File: src/rtl/sha_alu_pkg.sv
// Shared types for the SHA datapath logic unit: operation codes and the native word size.
package sha_alu_pkg;

    localparam int SHA_WORD = 32;

    typedef enum logic [2:0] {
        OP_XOR2  = 3'd0,
        OP_XOR3  = 3'd1,
        OP_AND   = 3'd2,
        OP_OR    = 3'd3,
        OP_NOT   = 3'd4,
        OP_CH    = 3'd5,
        OP_MAJ   = 3'd6,
        OP_SIGMA = 3'd7
    } logic_op_e;

endpackage

File: src/rtl/rotr_xor3.sv
// Combinational three-way rotate-right XOR, the core of the SHA-256 Sigma functions.
module rotr_xor3
    import sha_alu_pkg::*;
#(
    parameter  int WIDTH = SHA_WORD,
    localparam int RW    = $clog2(WIDTH)
) (
    input  logic [WIDTH-1:0]  x_i,
    input  logic [3*RW-1:0]   rot_i,
    output logic [WIDTH-1:0]  y_o
);

    // Amounts wrap modulo WIDTH so non-power-of-two widths still rotate correctly.
    function automatic logic [WIDTH-1:0] rotr(input logic [WIDTH-1:0] x, input logic [RW-1:0] amt);
        logic [2*WIDTH-1:0] dbl;
        int unsigned        sh;
        sh  = 32'(amt) % WIDTH;
        dbl = {x, x} >> sh;
        return dbl[WIDTH-1:0];
    endfunction

    assign y_o = rotr(x_i, rot_i[RW-1:0])
               ^ rotr(x_i, rot_i[2*RW-1:RW])
               ^ rotr(x_i, rot_i[3*RW-1:2*RW]);

endmodule

File: src/rtl/sha_logic_unit.sv
// Two-stage pipelined bitwise-logic unit (XOR/AND/OR/NOT/Ch/Maj/Sigma) with valid/ready
// handshakes on both sides and a saturating count of delivered results.
module sha_logic_unit
    import sha_alu_pkg::*;
#(
    parameter  int WIDTH = SHA_WORD,
    parameter  int CNT_W = 16,
    localparam int RW    = $clog2(WIDTH)
) (
    input  logic              clk,
    input  logic              rst,
    input  logic              in_valid,
    output logic              in_ready,
    input  logic_op_e         op,
    input  logic [WIDTH-1:0]  a,
    input  logic [WIDTH-1:0]  b,
    input  logic [WIDTH-1:0]  c,
    input  logic [3*RW-1:0]   rot,
    output logic              out_valid,
    input  logic              out_ready,
    output logic [WIDTH-1:0]  res,
    output logic              res_zero,
    output logic [CNT_W-1:0]  op_count
);

    logic [WIDTH-1:0] sigma;
    logic [WIDTH-1:0] func;

    logic             s2_en;
    logic             s1_en;

    logic             s1_valid_q, s1_valid_d;
    logic [WIDTH-1:0] s1_data_q,  s1_data_d;
    logic             s2_valid_q, s2_valid_d;
    logic [WIDTH-1:0] res_q,      res_d;
    logic             zero_q,     zero_d;
    logic [CNT_W-1:0] count_q,    count_d;

    rotr_xor3 #(.WIDTH(WIDTH)) u_sigma (
        .x_i   (a),
        .rot_i (rot),
        .y_o   (sigma)
    );

    always_comb begin
        func = '0;
        case (op)
            OP_XOR2:  func = a ^ b;
            OP_XOR3:  func = a ^ b ^ c;
            OP_AND:   func = a & b;
            OP_OR:    func = a | b;
            OP_NOT:   func = ~a;
            OP_CH:    func = (a & b) ^ (~a & c);
            OP_MAJ:   func = (a & b) ^ (a & c) ^ (b & c);
            OP_SIGMA: func = sigma;
            default:  func = '0;
        endcase
    end

    // Ready ripples back from the output so a full pipe still moves one word per cycle.
    always_comb begin
        s2_en      = !s2_valid_q || out_ready;
        s1_en      = !s1_valid_q || s2_en;
        in_ready   = s1_en;

        s1_valid_d = s1_en ? in_valid : s1_valid_q;
        s1_data_d  = (s1_en && in_valid) ? func : s1_data_q;

        s2_valid_d = s2_en ? s1_valid_q : s2_valid_q;
        res_d      = res_q;
        zero_d     = zero_q;
        if (s2_en && s1_valid_q) begin
            res_d  = s1_data_q;
            zero_d = (s1_data_q == '0);
        end

        count_d = count_q;
        if (s2_valid_q && out_ready && (count_q != {CNT_W{1'b1}})) begin
            count_d = count_q + CNT_W'(1);
        end
    end

    always_ff @(posedge clk) begin
        if (rst) begin
            s1_valid_q <= 1'b0;
            s2_valid_q <= 1'b0;
            res_q      <= '0;
            zero_q     <= 1'b0;
            count_q    <= '0;
        end else begin
            s1_valid_q <= s1_valid_d;
            s2_valid_q <= s2_valid_d;
            res_q      <= res_d;
            zero_q     <= zero_d;
            count_q    <= count_d;
        end
    end

    always_ff @(posedge clk) begin
        s1_data_q <= s1_data_d;
    end

    assign out_valid = s2_valid_q;
    assign res       = s2_valid_q ? res_q : '0;
    assign res_zero  = s2_valid_q & zero_q;
    assign op_count  = count_q;

endmodule

File: config.mk
export PLATFORM = sky130hd
export DESIGN_NAME = sha_logic_unit
export DESIGN_NICKNAME = d
export VERILOG_FILES = /design/src/rtl/sha_alu_pkg.sv /design/src/rtl/rotr_xor3.sv /design/src/rtl/sha_logic_unit.sv
export SDC_FILE = /design/constraint.sdc
export NUM_CORES = 1
export LEC_CHECK = 0
export ABC_AREA = 1
export CORE_ASPECT_RATIO = 0.75
export CORE_MARGIN = 1
export CORE_UTILIZATION = 35
export DETAILED_ROUTE_END_ITERATION = 16
export PLACE_DENSITY = 0.54
export SLEW_MARGIN = 40
export SYNTH_ARGS = -nofsm -noshare
export SYNTH_HDL_FRONTEND = slang
export SYNTH_SLANG_ARGS = --single-unit
File: constraint.sdc
create_clock -name clk -period 4.3 [get_ports clk]
set_input_delay 0.86 -clock clk [delete_from_list [all_inputs] [get_ports clk]]
set_output_delay 0.86 -clock clk [all_outputs]
set_load 0.02 [all_outputs]
==> summary.md <==
| Metric | Value |
|---|---|
| Net Count, Synth | `between 2,000 and 3,000` |
| Int Pwr | `between 2 and 2.5 mW` |
| Area growth syn-to-layout | `16.56%` |
| IO Count | `~170` |
| CTS clk-pin slew, worst paths | `0.07 ns` |
| Number of synthesized flops with an enable pin | `32` |
| Setup bufs post-CTS | `0` |
| Post-synth top area share | `29.61%` |
| Final cell count without fillers | `approximately 3,200` |
| Storage cell area | `a little under 2000 um^2` |
| Core area | `~41,000 um^2` |
| CTS buffer count | `9` |
| Gate Count Post-Synth | `2,605` |
| Die ar. | `between 40,000 and 50,000 um^2` |
| Post-DP HPWL | `54,980 um` |
| Worst-path fanout max | `9` |
| First DRT Iteration DRCs | `2,500` |
| Sw Pwr | `between 1.5 and 2 mW` |
| Worst Hold End | `res_q[2]` |
| Setup crit start kind | `primary input` |
| Synth async-reset ratio | `0%` |
| Clock Sinks | `slightly above 80` |
| HP Start | `res_q[2]` |
| Cell Area, Synth | `14,520 um^2` |
| Vias | `between 15,000 and 20,000` |
| Met3 Resource Use GR | `approximately a tenth` |
| Worst-Margin Slew | `0.8661 ns` |
| M1 GR Usage | `roughly 48%` |
| Initial core utilization | `around 36%` |
| R2R setup slack | `2.12 ns` |
| Area of the multi-input gates | `around 11,000 um^2` |
| Status | `complete, no violations` |
| LEAKAGE | `8.020 nW` |
| Critical path's slowest cell | `clkdlybuf4s50_1` |
| Crit path cell chain | `clkdlybuf4s50_1, nand2_1, nand3_1, nand3_1, nand3_1, nand3_1, nand2_1, nand2_1, nand3b_1, nand3_1, a21oi_1` |
| Critical path type | `primary input to register` |
| Routed Wire Length | `slightly above 70,000 um` |
| Avg Cell Area, Syn | `between 5 and 6 um^2` |
| Setup violators final | `0` |
| Worst R2R Start | `op_count[0]` |
| Die H | `between 150 and 200 um` |
| Most frequent cell after synthesis | `nand3_1` |
| Placed cell area | `16,600 um^2` |
| Pins Over Slew Limit | `0` |
| Post-CTS resize count | `0` |
| Post-route ant nets | `0` |
| Synth area leader | `nand3_1` |
| Placer's final routability congestion estimate | `1.013` |
| Chip width | `about 240 um` |
| Largest net degree at the start of global routing | `65` |
| Net Sw Frac | `45.87%` |
| DRC violations left | `0` |
| CP arrival | `approximately 3.8 ns` |
| PwrDens | `~220 nW/um^2` |
| RSZ-0062 raised after global routing | `no` |
| Final clock period utilization by the worst path | `86.88%` |
| Number of vias per cell | `5.878` |
| Clock Power Share | `a little under a quarter` |
| First-pass GRT wire length | `roughly 100,000 um` |
| Worst Setup End Kind | `register` |
| Layout cells sized above 1 | `4.649%` |
| Clk root buf | `clkbuf_16` |
| Vias in the first global route | `about 17,000` |
| H-tree Lvls | `3` |
| Slowest stage delay, CP | `1.03 ns` |
| Clock Latency Late Sink | `around 0.36 ns` |
| Sequential power share | `between 20 and 30%` |
| GRT Overall Usage | `around a third` |
| Fin crit period | `about 3.7 ns` |
| Critical path buffers and inverters | `1` |
| Slew HR | `between 40% and 50%` |
| Dpl cells | `3,201` |
| R2r endpoint | `op_count[14]` |
| M2 GR Usage | `between 40% and 50%` |
| Drt pass-1 iters | `8` |
| R2R depth | `11` |
| Initial antenna violation count | `3` |
| CP required | `approximately 4.4 ns` |
| Max IR drop VDD | `between 150 and 200 uV` |
| Syn. warnings | `0` |
| Maximum clock path buffer count | `2` |
| Post-route cell area | `about 17,000 um^2` |
| WL/cell | `21.88 um` |
| Dpl ws | `approximately 0.41 ns` |
| Row Count | `64` |
| Min-Delay Path Depth | `2` |
| Global route hottest layer | `met1` |
| Worst setup margin | `about 0.56 ns` |
| Hold Vio Cnt, Final | `0` |
| Overall Power | `3.738 mW` |
| Top post-synthesis cells by count | `859 x nand3_1, 845 x nand2_1, 134 x inv_1` |
| # Max-Cap Violations | `0` |
| IO buf count | `168` |
| Worst Hold Class | `register to register` |
| Fillers | `around 4,400` |
| Remaining Overflow, GRT | `0` |
| Combinational power share | `51.8%` |
| Final setup TNS | `0 ns` |
| Post-synth cell types | `39` |
| Synth area leaders | `nand3_1 30%, nand2_1 22%, dfxtp_1 7.0%` |
| CTS tree | `done` |
| Sequential-to-total area share from yosys stat | `a little over an eighth` |
| Setup Skew | `between 0.009 and 0.01 ns` |
| FMAX | `approximately 270 MHz` |
| Layout Nets | `approximately 2,900` |
| CP top delay family | `simple AND/OR/NAND/NOR gates` |
| Most Frequent Cell on Critical Path | `nand3_1` |
| Hold-fix buffers at CTS | `0` |
| Top FF cell, synth | `dfxtp_1` |
| Register bit count reported by yosys | `83` |
## per-layer routing
layer | up-vias | routed length, um
li1 | 9003 | -
met4 | 0 | 1867
met2 | 1005 | 27600
met5 | - | 0
met3 | 92 | 8887
met1 | 8815 | 32060
## registers in the layout (all words and copies together), names as in the netlist
| name | cells |
|---|---|
| out_valid | 1 |
| res_q | 32 |
| s1_valid_q | 1 |
| zero_q | 1 |
| s1_data_q | 32 |
| op_count | 16 |
## power groups by stage
stage | combinational, mW | sequential (mW) | clock (mW)
5_1_grt | 2.12 | 0.947 | 0.901
3_5_place_dp | 1.87 | 0.958 | 0
2_1_floorplan | 1.20 | 0.930 | 0
3_3_place_gp | 1.85 | 0.958 | 0
6_report | 1.94 | 0.943 | 0.857
4_1_cts | 1.88 | 0.941 | 0.878
## through the flow
stage | hold WS (ns) | util (%)
3_3_place_gp | 0.4685 | 40.65
5_1_grt | 0.5096 | 41.43
4_1_cts | 0.4934 | 41.43
3_5_place_dp | 0.4788 | 40.65
2_1_floorplan | 0.4549 | -
6_report | 0.4895 | 41.44
## cell type report
cell class / count / area share, %
Clock buffer: 12 / 1.582
Timing Repair Buffer: 256 / 13.78
Tap cell: 528 / 3.904
Sequential cell: 83 / 11.71
Clock inverter: 4 / 0.3179
Inverter: 146 / 3.268
Antenna cell: 1 / 0.01479
Multi-Input combinational cell: 2188 / 65.42
## cell usage in the layout (no fill, tap or decap), drive strengths merged, types with 2 or more instances in the layout
cell type	instances
o2111ai	4
xnor2	2
o2111a	4
o21ai	65
nor3	22
a211oi	4
a31oi	2
nor2	113
buf	90
ha	65
clkdlybuf4s50	166
a2111oi	12
nand3	859
edfxtp	32
o211ai	2
nand4	8
o22ai	21
dfxtp	51
nand2	846
a21oi	67
fa	32
a221oi	8
nor4	13
nand3b	34
clkbuf	12
xor2	2
clkinv	2
and3	2
inv	147
## tightest hold or removal path, delay by kind of cell, from the launching register on
| kind | cells | cell delay, ns |
|---|---|---|
| flops | 1 | 0.33 |
| simple gates | 2 | 0.13 |
## kinds of logic after synthesis
kind of cell	after synthesis	synth area share, %
adder cells (fa/ha/maj)	97	10.01
AO/OA/AOI/OAI	190	7.661
AND/OR/NAND/NOR	1897	58.23
buffers and inverters	334	10.20
flip-flops	83	13.65
XOR/XNOR	4	0.2413
## worst max path at each step
stage                     startpoint            end  slack (ns)  cells after the start
after floorplan              rot[11]  s1_data_q[19]        2.06                     10
after global placement         a[20]  s1_data_q[10]        0.40                     12
after detailed placement        a[5]  s1_data_q[10]        0.41                     11
after CTS                       a[5]  s1_data_q[10]        0.78                     11
after global routing          rot[1]  s1_data_q[10]        0.55                     12
final                           a[5]  s1_data_q[10]        0.56                     11
Note: power is estimated with default switching activity, not from simulation.
